===== config.mk =====
export PLATFORM = sky130hd
export DESIGN_NAME = rob_commit_unit_flat
export DESIGN_NICKNAME = d
export VERILOG_FILES = /design/src/rtl/rob_commit_unit_if.sv /design/src/rtl/rob_commit_unit.sv /design/src/flat_wrapper.sv
export SDC_FILE = /design/constraint.sdc
export NUM_CORES = 1
export LEC_CHECK = 0
export CAP_MARGIN = 40
export CORE_MARGIN = 2
export CORE_UTILIZATION = 47
export DETAILED_ROUTE_END_ITERATION = 16
export PLACE_DENSITY = 0.69
export SLEW_MARGIN = 10
export SYNTH_ARGS = -nofsm -noshare
export SYNTH_HDL_FRONTEND = slang
export SYNTH_SLANG_ARGS = --single-unit

===== constraint.sdc =====
create_clock -name clk -period 4.1 [get_ports clk]
set_input_delay 0.82 -clock clk [delete_from_list [all_inputs] [get_ports clk]]
set_output_delay 0.82 -clock clk [all_outputs]
set_load 0.01 [all_outputs]

===== src/rtl/rob_commit_unit_if.sv =====
// rob_commit_unit_if: dispatch alloc, CDB writeback, commit lanes and occupancy status of rob_commit_unit; master drives alloc/wb, slave is the ROB
interface rob_commit_unit_if #(
  parameter int TAG_W = 2, AREG_W = 3, DATA_W = 32, INSTR_W = 32, COMMIT_W = 2
);
  logic alloc_valid;
  logic [AREG_W-1:0] alloc_dest;
  logic [INSTR_W-1:0] alloc_instr;
  logic alloc_ready;
  logic [TAG_W-1:0] alloc_tag;
  logic wb_valid;
  logic [TAG_W-1:0] wb_tag;
  logic [DATA_W-1:0] wb_value;
  logic [COMMIT_W-1:0] cm_valid;
  logic [COMMIT_W*TAG_W-1:0] cm_tag;
  logic [COMMIT_W*AREG_W-1:0] cm_dest;
  logic [COMMIT_W*DATA_W-1:0] cm_value;
  logic [COMMIT_W*INSTR_W-1:0] cm_instr;
  logic [TAG_W:0] rob_count;
  logic rob_empty;
  logic rob_full;
  modport master(
    output alloc_valid, alloc_dest, alloc_instr, wb_valid, wb_tag, wb_value,
    input alloc_ready, alloc_tag, cm_valid, cm_tag, cm_dest, cm_value, cm_instr, rob_count, rob_empty, rob_full
  );
  modport slave(
    input alloc_valid, alloc_dest, alloc_instr, wb_valid, wb_tag, wb_value,
    output alloc_ready, alloc_tag, cm_valid, cm_tag, cm_dest, cm_value, cm_instr, rob_count, rob_empty, rob_full
  );
endinterface


===== src/rtl/rob_commit_unit.sv =====
// rob_commit_unit: DEPTH-entry reorder buffer retiring up to COMMIT_W done head entries per cycle; ports clk, rst_n (async low), bus (slave), flush only when ROB_FLUSH_EN is defined
module rob_commit_unit #(
  parameter int DEPTH = 4, TAG_W = 2, AREG_W = 3, DATA_W = 32, INSTR_W = 32, COMMIT_W = 2
) (
  input logic clk,
  input logic rst_n,
`ifdef ROB_FLUSH_EN
  input logic flush,
`endif
  rob_commit_unit_if.slave bus
);
  logic [DEPTH-1:0] valid_q, valid_d, done_q, done_d;
  logic [DEPTH-1:0][AREG_W-1:0] dest_q, dest_d;
  logic [DEPTH-1:0][DATA_W-1:0] value_q, value_d;
  logic [DEPTH-1:0][INSTR_W-1:0] instr_q, instr_d;
  logic [TAG_W-1:0] head_q, head_d, tail_q, tail_d;
  logic [TAG_W:0] count_q, count_d, k;
  logic [COMMIT_W-1:0] cm_valid_q, cm_valid_d;
  logic [COMMIT_W-1:0][TAG_W-1:0] cm_tag_q, cm_tag_d;
  logic [COMMIT_W-1:0][AREG_W-1:0] cm_dest_q, cm_dest_d;
  logic [COMMIT_W-1:0][DATA_W-1:0] cm_value_q, cm_value_d;
  logic [COMMIT_W-1:0][INSTR_W-1:0] cm_instr_q, cm_instr_d;
  logic run, alloc_fire;
  assign bus.alloc_ready = count_q != (TAG_W+1)'(DEPTH);
  assign bus.alloc_tag = tail_q;
  assign bus.rob_count = count_q;
  assign bus.rob_empty = count_q == '0;
  assign bus.rob_full = count_q == (TAG_W+1)'(DEPTH);
  assign bus.cm_valid = cm_valid_q;
  assign bus.cm_tag = cm_tag_q;
  assign bus.cm_dest = cm_dest_q;
  assign bus.cm_value = cm_value_q;
  assign bus.cm_instr = cm_instr_q;
  assign alloc_fire = bus.alloc_valid & bus.alloc_ready;
  always_comb begin
    k = '0;
    run = 1'b1;
    for (int i = 0; i < COMMIT_W; i++) begin
      run = run & valid_q[head_q + TAG_W'(i)] & done_q[head_q + TAG_W'(i)];
      k = k + (TAG_W+1)'(run);
    end
  end
  always_comb begin
    valid_d = valid_q;
    done_d = done_q;
    dest_d = dest_q;
    value_d = value_q;
    instr_d = instr_q;
    cm_valid_d = '0;
    cm_tag_d = cm_tag_q;
    cm_dest_d = cm_dest_q;
    cm_value_d = cm_value_q;
    cm_instr_d = cm_instr_q;
    head_d = head_q + k[TAG_W-1:0];
    tail_d = tail_q + TAG_W'(alloc_fire);
    count_d = count_q + (TAG_W+1)'(alloc_fire) - k;
    for (int i = 0; i < COMMIT_W; i++)
      if ((TAG_W+1)'(i) < k) begin
        cm_valid_d[i] = 1'b1;
        cm_tag_d[i] = head_q + TAG_W'(i);
        cm_dest_d[i] = dest_q[head_q + TAG_W'(i)];
        cm_value_d[i] = value_q[head_q + TAG_W'(i)];
        cm_instr_d[i] = instr_q[head_q + TAG_W'(i)];
        valid_d[head_q + TAG_W'(i)] = 1'b0;
        done_d[head_q + TAG_W'(i)] = 1'b0;
      end
    if (bus.wb_valid && valid_q[bus.wb_tag] && !done_q[bus.wb_tag]) begin
      done_d[bus.wb_tag] = 1'b1;
      value_d[bus.wb_tag] = bus.wb_value;
    end
    if (alloc_fire) begin
      valid_d[tail_q] = 1'b1;
      done_d[tail_q] = 1'b0;
      dest_d[tail_q] = bus.alloc_dest;
      instr_d[tail_q] = bus.alloc_instr;
    end
`ifdef ROB_FLUSH_EN
    if (flush) begin
      valid_d = '0;
      done_d = '0;
      head_d = '0;
      tail_d = '0;
      count_d = '0;
      cm_valid_d = '0;
      cm_tag_d = cm_tag_q;
      cm_dest_d = cm_dest_q;
      cm_value_d = cm_value_q;
      cm_instr_d = cm_instr_q;
    end
`endif
  end
  always_ff @(posedge clk or negedge rst_n)
    if (!rst_n) begin
      valid_q <= '0;
      done_q <= '0;
      dest_q <= '0;
      value_q <= '0;
      instr_q <= '0;
      head_q <= '0;
      tail_q <= '0;
      count_q <= '0;
      cm_valid_q <= '0;
      cm_tag_q <= '0;
      cm_dest_q <= '0;
      cm_value_q <= '0;
      cm_instr_q <= '0;
    end else begin
      valid_q <= valid_d;
      done_q <= done_d;
      dest_q <= dest_d;
      value_q <= value_d;
      instr_q <= instr_d;
      head_q <= head_d;
      tail_q <= tail_d;
      count_q <= count_d;
      cm_valid_q <= cm_valid_d;
      cm_tag_q <= cm_tag_d;
      cm_dest_q <= cm_dest_d;
      cm_value_q <= cm_value_d;
      cm_instr_q <= cm_instr_d;
    end
endmodule


===== src/flat_wrapper.sv =====
// flat-port wrapper written by rule: the top's interface ports become plain ports
module rob_commit_unit_flat 
#(
  parameter int DEPTH = 4, TAG_W = 2, AREG_W = 3, DATA_W = 32, INSTR_W = 32, COMMIT_W = 2
)
  (clk, rst_n, bus_alloc_valid, bus_alloc_dest, bus_alloc_instr, bus_wb_valid, bus_wb_tag, bus_wb_value, bus_alloc_ready, bus_alloc_tag, bus_cm_valid, bus_cm_tag, bus_cm_dest, bus_cm_value, bus_cm_instr, bus_rob_count, bus_rob_empty, bus_rob_full);
  rob_commit_unit_if #(.TAG_W(TAG_W), .AREG_W(AREG_W), .DATA_W(DATA_W), .INSTR_W(INSTR_W), .COMMIT_W(COMMIT_W)) bus_i ();
  input logic clk;
  input logic rst_n;
  input wire logic [$bits(bus_i.alloc_valid)-1:0] bus_alloc_valid;
  input wire logic [$bits(bus_i.alloc_dest)-1:0] bus_alloc_dest;
  input wire logic [$bits(bus_i.alloc_instr)-1:0] bus_alloc_instr;
  input wire logic [$bits(bus_i.wb_valid)-1:0] bus_wb_valid;
  input wire logic [$bits(bus_i.wb_tag)-1:0] bus_wb_tag;
  input wire logic [$bits(bus_i.wb_value)-1:0] bus_wb_value;
  output wire logic [$bits(bus_i.alloc_ready)-1:0] bus_alloc_ready;
  output wire logic [$bits(bus_i.alloc_tag)-1:0] bus_alloc_tag;
  output wire logic [$bits(bus_i.cm_valid)-1:0] bus_cm_valid;
  output wire logic [$bits(bus_i.cm_tag)-1:0] bus_cm_tag;
  output wire logic [$bits(bus_i.cm_dest)-1:0] bus_cm_dest;
  output wire logic [$bits(bus_i.cm_value)-1:0] bus_cm_value;
  output wire logic [$bits(bus_i.cm_instr)-1:0] bus_cm_instr;
  output wire logic [$bits(bus_i.rob_count)-1:0] bus_rob_count;
  output wire logic [$bits(bus_i.rob_empty)-1:0] bus_rob_empty;
  output wire logic [$bits(bus_i.rob_full)-1:0] bus_rob_full;
  assign bus_i.alloc_valid = bus_alloc_valid;
  assign bus_i.alloc_dest = bus_alloc_dest;
  assign bus_i.alloc_instr = bus_alloc_instr;
  assign bus_i.wb_valid = bus_wb_valid;
  assign bus_i.wb_tag = bus_wb_tag;
  assign bus_i.wb_value = bus_wb_value;
  assign bus_alloc_ready = bus_i.alloc_ready;
  assign bus_alloc_tag = bus_i.alloc_tag;
  assign bus_cm_valid = bus_i.cm_valid;
  assign bus_cm_tag = bus_i.cm_tag;
  assign bus_cm_dest = bus_i.cm_dest;
  assign bus_cm_value = bus_i.cm_value;
  assign bus_cm_instr = bus_i.cm_instr;
  assign bus_rob_count = bus_i.rob_count;
  assign bus_rob_empty = bus_i.rob_empty;
  assign bus_rob_full = bus_i.rob_full;
  rob_commit_unit #(.DEPTH(DEPTH), .TAG_W(TAG_W), .AREG_W(AREG_W), .DATA_W(DATA_W), .INSTR_W(INSTR_W), .COMMIT_W(COMMIT_W)) u_core (.clk(clk), .rst_n(rst_n), .bus(bus_i));
endmodule

[After elaboration in Yosys (flattened, before gate mapping)]
Cells that the tools add are included.
Widths: inputs -> output; s select.
Storage, ports and cells
  register bits: 423
  bits of input ports: 73
Operators by class
  add/sub/neg operators: 6
  order comparisons: 10
  eq/ne operators: 2
  mux-type cells: 50
  bitwise operators: 14
  reductions and logical operators: 8
Operators by type and width (count)
  $bmux 32 s2: 4
  $bwmux 128: 2
  $mux 32: 6
  $demux 32 s2: 2
  $mux 4: 7
  $and 4x4->4: 5
  $bmux 1 s2: 6
  $bmux 3 s2: 2
  $bwmux 12: 1
  $lt 2x3->1 const B: 4
  $mux 1: 12
  $not 4->4: 3
  $mux 3: 3
  $demux 1 s2: 4
  $ge 2x1->1 const B: 4
  $or 4x4->4: 2
  $demux 3 s2: 1
  $logic_and 1x1->1: 6
  $lt 1x3->1 const A: 2
  $and 1x1->1: 4
  $add 3x1->3: 1
  $eq 3x3->1 const B: 1
  $logic_not 3->1: 1
  $ne 3x3->1 const B: 1
  6 further kinds: 6

[Logic depth before layout (Yosys ltp)]
  depth after elaboration: 14
  gate-level depth with buffers: 16

[Least setup slack after synthesis]
Ideal clock, no wire load.
  path kind: register -> register
  start point: register u_core.head_q[1]
  end point: register u_core.count_q[2], in the netlist u_core.bus.rob_count[2]
  setup time: 126 ps
  data arrival time: 3393 ps
  data required time: 3974 ps
  setup slack: 581 ps
  stages on the path, launching flop included: 17
  buffers on the path: 5
  clock period less this slack: 3519 ps
  path through: dfrtp_1 -> buf_2 -> inv_1 -> ha_1 -> buf_2 -> buf_2 -> buf_2 -> mux4_2 -> nor2_1 -> ha_1 -> clkbuf_1 -> inv_1 -> ha_1 -> inv_1 -> fa_1 -> xnor2_1 -> xnor2_1
On the way
  longest elaborated chain between the ends: 7
RTL lines
  from (decl): RTL line rob_commit_unit.sv:16  | logic [TAG_W-1:0] head_q, head_d, tail_q, tail_d;
  from (signal assigned): RTL line rob_commit_unit.sv:99  | head_q <= '0;
  from (signal assigned): RTL line rob_commit_unit.sv:113  | head_q <= head_d;
  $add 2x1->2 or $bmux 1 s2 (tied branches): RTL line rob_commit_unit.sv:39  | run = run & valid_q[head_q + TAG_W'(i)] & done_q[head_q + TAG_W'(i)];
  $bmux 1 s2 or $mux 1 (tied branches): RTL line rob_commit_unit.sv:39
  $mux 1 (not written as such) or $and 1x1->1 (tied branches): RTL line rob_commit_unit.sv:39
  $and 1x1->1 (2 in a row): RTL line rob_commit_unit.sv:39
  $add 1x1->2 (*): RTL line rob_commit_unit.sv:40  | k = k + (TAG_W+1)'(run);
  $sub 3x3->3 (*): RTL line rob_commit_unit.sv:56  | count_d = count_q + (TAG_W+1)'(alloc_fire) - k;
  named net u_core.count_d[2]: RTL line rob_commit_unit.sv:17  | logic [TAG_W:0] count_q, count_d, k;
  to (signal assigned): RTL line rob_commit_unit.sv:115  | count_q <= count_d;
  to (decl): RTL line rob_commit_unit.sv:17
Mark *: on every way through the listed nets, which the timed path passes. The rest lies on a longest branch. The select of a mux whose other input is x is not followed.
A chain may end at the register's enable or synchronous reset.

[Worst setup path after layout]
  start point: register u_core.head_q[0]
  end point: register u_core.count_q[2], in the netlist u_core.bus.rob_count[2]
The elaborated chain is that of the path after synthesis.

==> parameters.txt <==
Parameter                              Value

Placement
  Count of input and output buffers    220
  HPWL Detailed    between 20 and 30 mm
  Dpl cell area    22040 µm²
  Post-placement setup slack    ~0.87 ns
  Routability Congestion    between 0.7 and 0.8

Timing
  Summed negative setup slack over all endpoints    0 ns
  Unrepaired setup endpoints after global routing    no
  Worst Tran Pin Value    1.002 ns
  Maximum frequency from static timing analysis    about 0.31 GHz
  Hold Vio Cnt, Final    0
  Worst clock skew    ~0.011 ns
  Final cycle utilization of the critical path    between 70 and 80%
  Tightest hold margin    about 0.22 ns
  Time the final worst path needs with I/O delays and setup    around 3.2 ns
  Final max-slew violation count    0
  Setup-violating endpoint count in the final report    0
  Final Worst Setup Slack    0.8835 ns
  Headroom to the max-slew limit    between 30% and 40%

Yosys
  Post-synthesis instance area    19280 µm²
  Average footprint of a synthesized cell    17.21 µm²
  Register area share after synthesis    between 50% and 60%
  Nets in the synthesized netlist    between 1000 and 1500
  Largest cells by area after synthesis    sky130_fd_sc_hd__dfrtp_1 (55%), sky130_fd_sc_hd__mux2_2 (21%), sky130_fd_sc_hd__mux4_2 (16%)
  Area leader, netlist    sky130_fd_sc_hd__dfrtp_1
  Number of synthesis warnings    0
  Count of unique library cells instantiated by Yosys    34
  Synthesized instance count    around 1100
  Number of register bits inferred by synthesis    between 400 and 500
  Top cell type's share of synthesized area    approximately 55%

Critical path
  Largest fanout of any net on the critical path    14
  Required @ worst endpoint    4.58 ns
  Terminus of the critical flop-to-flop path    u_core.bus.rob_count[2]$_DFF_PN0_
  Number of cells traversed by the worst register-to-register path    11
  Capturing element of the worst setup path    u_core.bus.rob_count[2]$_DFF_PN0_
  Critical Path Source Type    register
  First element of the critical path    u_core.head_q[0]$_DFF_PN0_
  Critical path start-end classification    register to register
  Data arrival time of the critical path    between 3 and 4 ns
  Endpoint type of the worst setup path    register
  Worst reg2reg startpoint    u_core.head_q[0]$_DFF_PN0_
  Minimum setup slack among reg-to-reg paths    0.88 ns

Layout
  Sequential cell area    approximately 11000 µm²
  Area of the multi-input gates    just over 8000 µm²
  Number of filler instances in the final layout    roughly 3200
  Number of nets in the layout    1417
  Post-Layout Inst Area    23580 µm²
  Synthesis-to-layout area growth    22.29%
  Number of diodes    0
  Post-Route Utilization    about three fifths
  Layout cells sized above 1    47.70%

Clock network
  CTS tree    built
  Clock Path Buffers    3
  CTS clk-pin slew, worst paths    0.06 ns
  Buffer count from post-CTS setup fixing    0
  CTS Buf Count    45
  Depth of the CTS H-tree    2
  Post-cts resize count    0
  Number of clock sinks    between 400 and 500
  Number of hold-repair buffers added at the cts stage    0
  Skew-Pair Late Insertion Delay    0.56 ns
  Clock root buffer    sky130_fd_sc_hd__clkbuf_16

Detailed routing
  Final antenna-violating net count    0
  First-pass iteration count of the detailed router    4
  Ratio of routed vias to standard cells    5.740
  DRC violation count after routing    0
  Aggregate routed wire length    between 40 and 50 mm
  Average wire per standard cell    between 20 and 25 µm
  Total vias in the final route    about 11000
  DRC marker count from the first detailed-route iteration    between 400 and 500

Pwr
  IR Drop Worst-Case VDD    approximately 700 µV
  Power per standard cell area    897.6 nW/µm²
  Static leakage    between 9 and 10 nW

Floorplan
  Initial core utilization    47.43%
  Count of boundary I/O pins    ~220
  Area of the core region    approximately 41000 µm²
  Floorplan die width    206.5 µm
  FP Rows    74
  Die Footprint    approximately 43000 µm²
  Vertical die dimension    206.5 µm

Global routing
  Initial antenna violation count    1
  Pin count of the biggest net entering global routing    ~140
  Wire length of the first global-routing pass    between 60 and 70 mm
  Number of global-route vias before repair    11760
  Overflow after GRT    0
  Total GRT Usage    between 20% and 30%

Outcome
  Result of the run    finished clean

Job
  Reported max-cap violation count    0

Hold path
  Worst hold-check path type    input port to async pin
-- flip-flops by register name, summed over array words and instances, names as in the netlist --
name / flops
u_core.bus.cm_tag: 4
u_core.done_q: 4
u_core.bus.alloc_tag: 2
u_core.bus.cm_valid: 2
u_core.bus.cm_value: 64
u_core.value_q: 128
u_core.bus.cm_dest: 6
u_core.head_q: 2
u_core.valid_q: 4
u_core.bus.rob_count: 3
u_core.instr_q: 128
u_core.dest_q: 12
u_core.bus.cm_instr: 64
-- cells in the mapped netlist (all sizes together) --
cell type  count
inv           15
xor2           1
nor3b          2
nor3           1
clkbuf        23
buf           54
nand3          4
xnor2          4
nand4          1
nor2b          1
nor2           5
a21boi         1
mux2         404
fa             1
a21oi          4
or3            1
and3           1
mux4         136
or3b           1
dfrtp        423
nand2b         3
nand4b         1
o211ai         9
nand2         11
a22o           1
o21ai          1
a311oi         1
ha            10
-- worst min-delay path by stage --
stage                                              startpoint                                   to  slack (ns)  cells past startpoint
after floorplan               u_core.value_q[100]$_DFFE_PN0P_      u_core.value_q[100]$_DFFE_PN0P_        0.49                      1
after global placement    u_core.bus.cm_instr[11]$_DFFE_PN0N_  u_core.bus.cm_instr[11]$_DFFE_PN0N_        0.49                      1
after detailed placement  u_core.bus.cm_value[11]$_DFFE_PN0N_  u_core.bus.cm_value[11]$_DFFE_PN0N_        0.49                      1
after CTS                                               rst_n  u_core.bus.cm_instr[40]$_DFFE_PN0N_        0.23                      1
after global routing                                    rst_n  u_core.bus.cm_instr[40]$_DFFE_PN0N_        0.25                      1
final                                                   rst_n  u_core.bus.cm_instr[40]$_DFFE_PN0N_        0.22                      1
-- cell type report --
class,count,share of cell area [%]
multi-input combinational,605,35.15
clock inverter,20,0.8757
sequential,423,44.93
timing repair buffer,243,10.36
inverter,15,0.2388
clock buffer,63,5.625
tap,532,2.823
-- cells in the final DEF (no fill, tap or decap), types with 3 or more instances in the layout --
cell type and count:
sky130_fd_sc_hd__dfrtp_1 421, sky130_fd_sc_hd__mux2_2 364, sky130_fd_sc_hd__clkdlybuf4s50_1 219, sky130_fd_sc_hd__mux4_2 135, sky130_fd_sc_hd__clkbuf_16 47, sky130_fd_sc_hd__mux2_4 40
sky130_fd_sc_hd__buf_4 18, sky130_fd_sc_hd__clkinv_2 14, sky130_fd_sc_hd__inv_1 13, sky130_fd_sc_hd__nand2_1 10, sky130_fd_sc_hd__o211ai_1 9, sky130_fd_sc_hd__clkbuf_8 9
sky130_fd_sc_hd__ha_1 8, sky130_fd_sc_hd__clkbuf_1 7, sky130_fd_sc_hd__nor2_1 5, sky130_fd_sc_hd__buf_12 5, sky130_fd_sc_hd__xnor2_1 4, sky130_fd_sc_hd__a21oi_1 4
sky130_fd_sc_hd__bufinv_16 4, sky130_fd_sc_hd__nand2b_1 3
-- kinds of logic (layout without fill, tap and decap cells) --
logic type	count (synthesis)	after routing	share of synthesized area, %
AO/OA/AOI/OAI	17	17	0.6100
XOR/XNOR	5	5	0.2271
adder cells (fa/ha/maj)	11	11	0.7528
buffers and inverters	92	341	2.369
flip-flops	423	423	54.90
multiplexers	540	540	40.26
AND/OR/NAND/NOR	32	32	0.8762
-- metal layers --
layer	GRT usage, %	routed length [µm]	vias up
li1	-	-	4676
met1	28.26	18410	5915
met2	33.54	20960	259
met3	4.364	2420	59
met4	6.531	863	2
met5	0	13	-
-- per-stage QoR --
| step | instances | total power [mW] |
|---|---|---|
| after floorplan | 1120 | 14.00 |
| after global placement | 1817 | 16.93 |
| after detailed placement | 1818 | 17.14 |
| after CTS | 1901 | 21.43 |
| after global routing | 1901 | 22.44 |
| final | 1901 | 21.16 |
-- where the power goes --
group	switching [mW]	leakage (nW)	internal [mW]
Sequential	1.42	5.16	6.27
Clock	1.66	0.768	2.51
Combinational	3.47	3.99	5.83
-- worst max-delay path, cell delays in order (launching register included) --
cell	delay, ns
sky130_fd_sc_hd__dfrtp_4	0.51
sky130_fd_sc_hd__inv_2	0.12
sky130_fd_sc_hd__mux4_4	0.82
sky130_fd_sc_hd__nor2_1	0.25
sky130_fd_sc_hd__ha_4	0.24
sky130_fd_sc_hd__ha_1	0.27
sky130_fd_sc_hd__inv_1	0.06
sky130_fd_sc_hd__ha_1	0.13
sky130_fd_sc_hd__inv_1	0.05
sky130_fd_sc_hd__fa_1	0.37
sky130_fd_sc_hd__xnor2_1	0.19
sky130_fd_sc_hd__xnor2_1	0.14
Power figures use the tool's default switching activity.
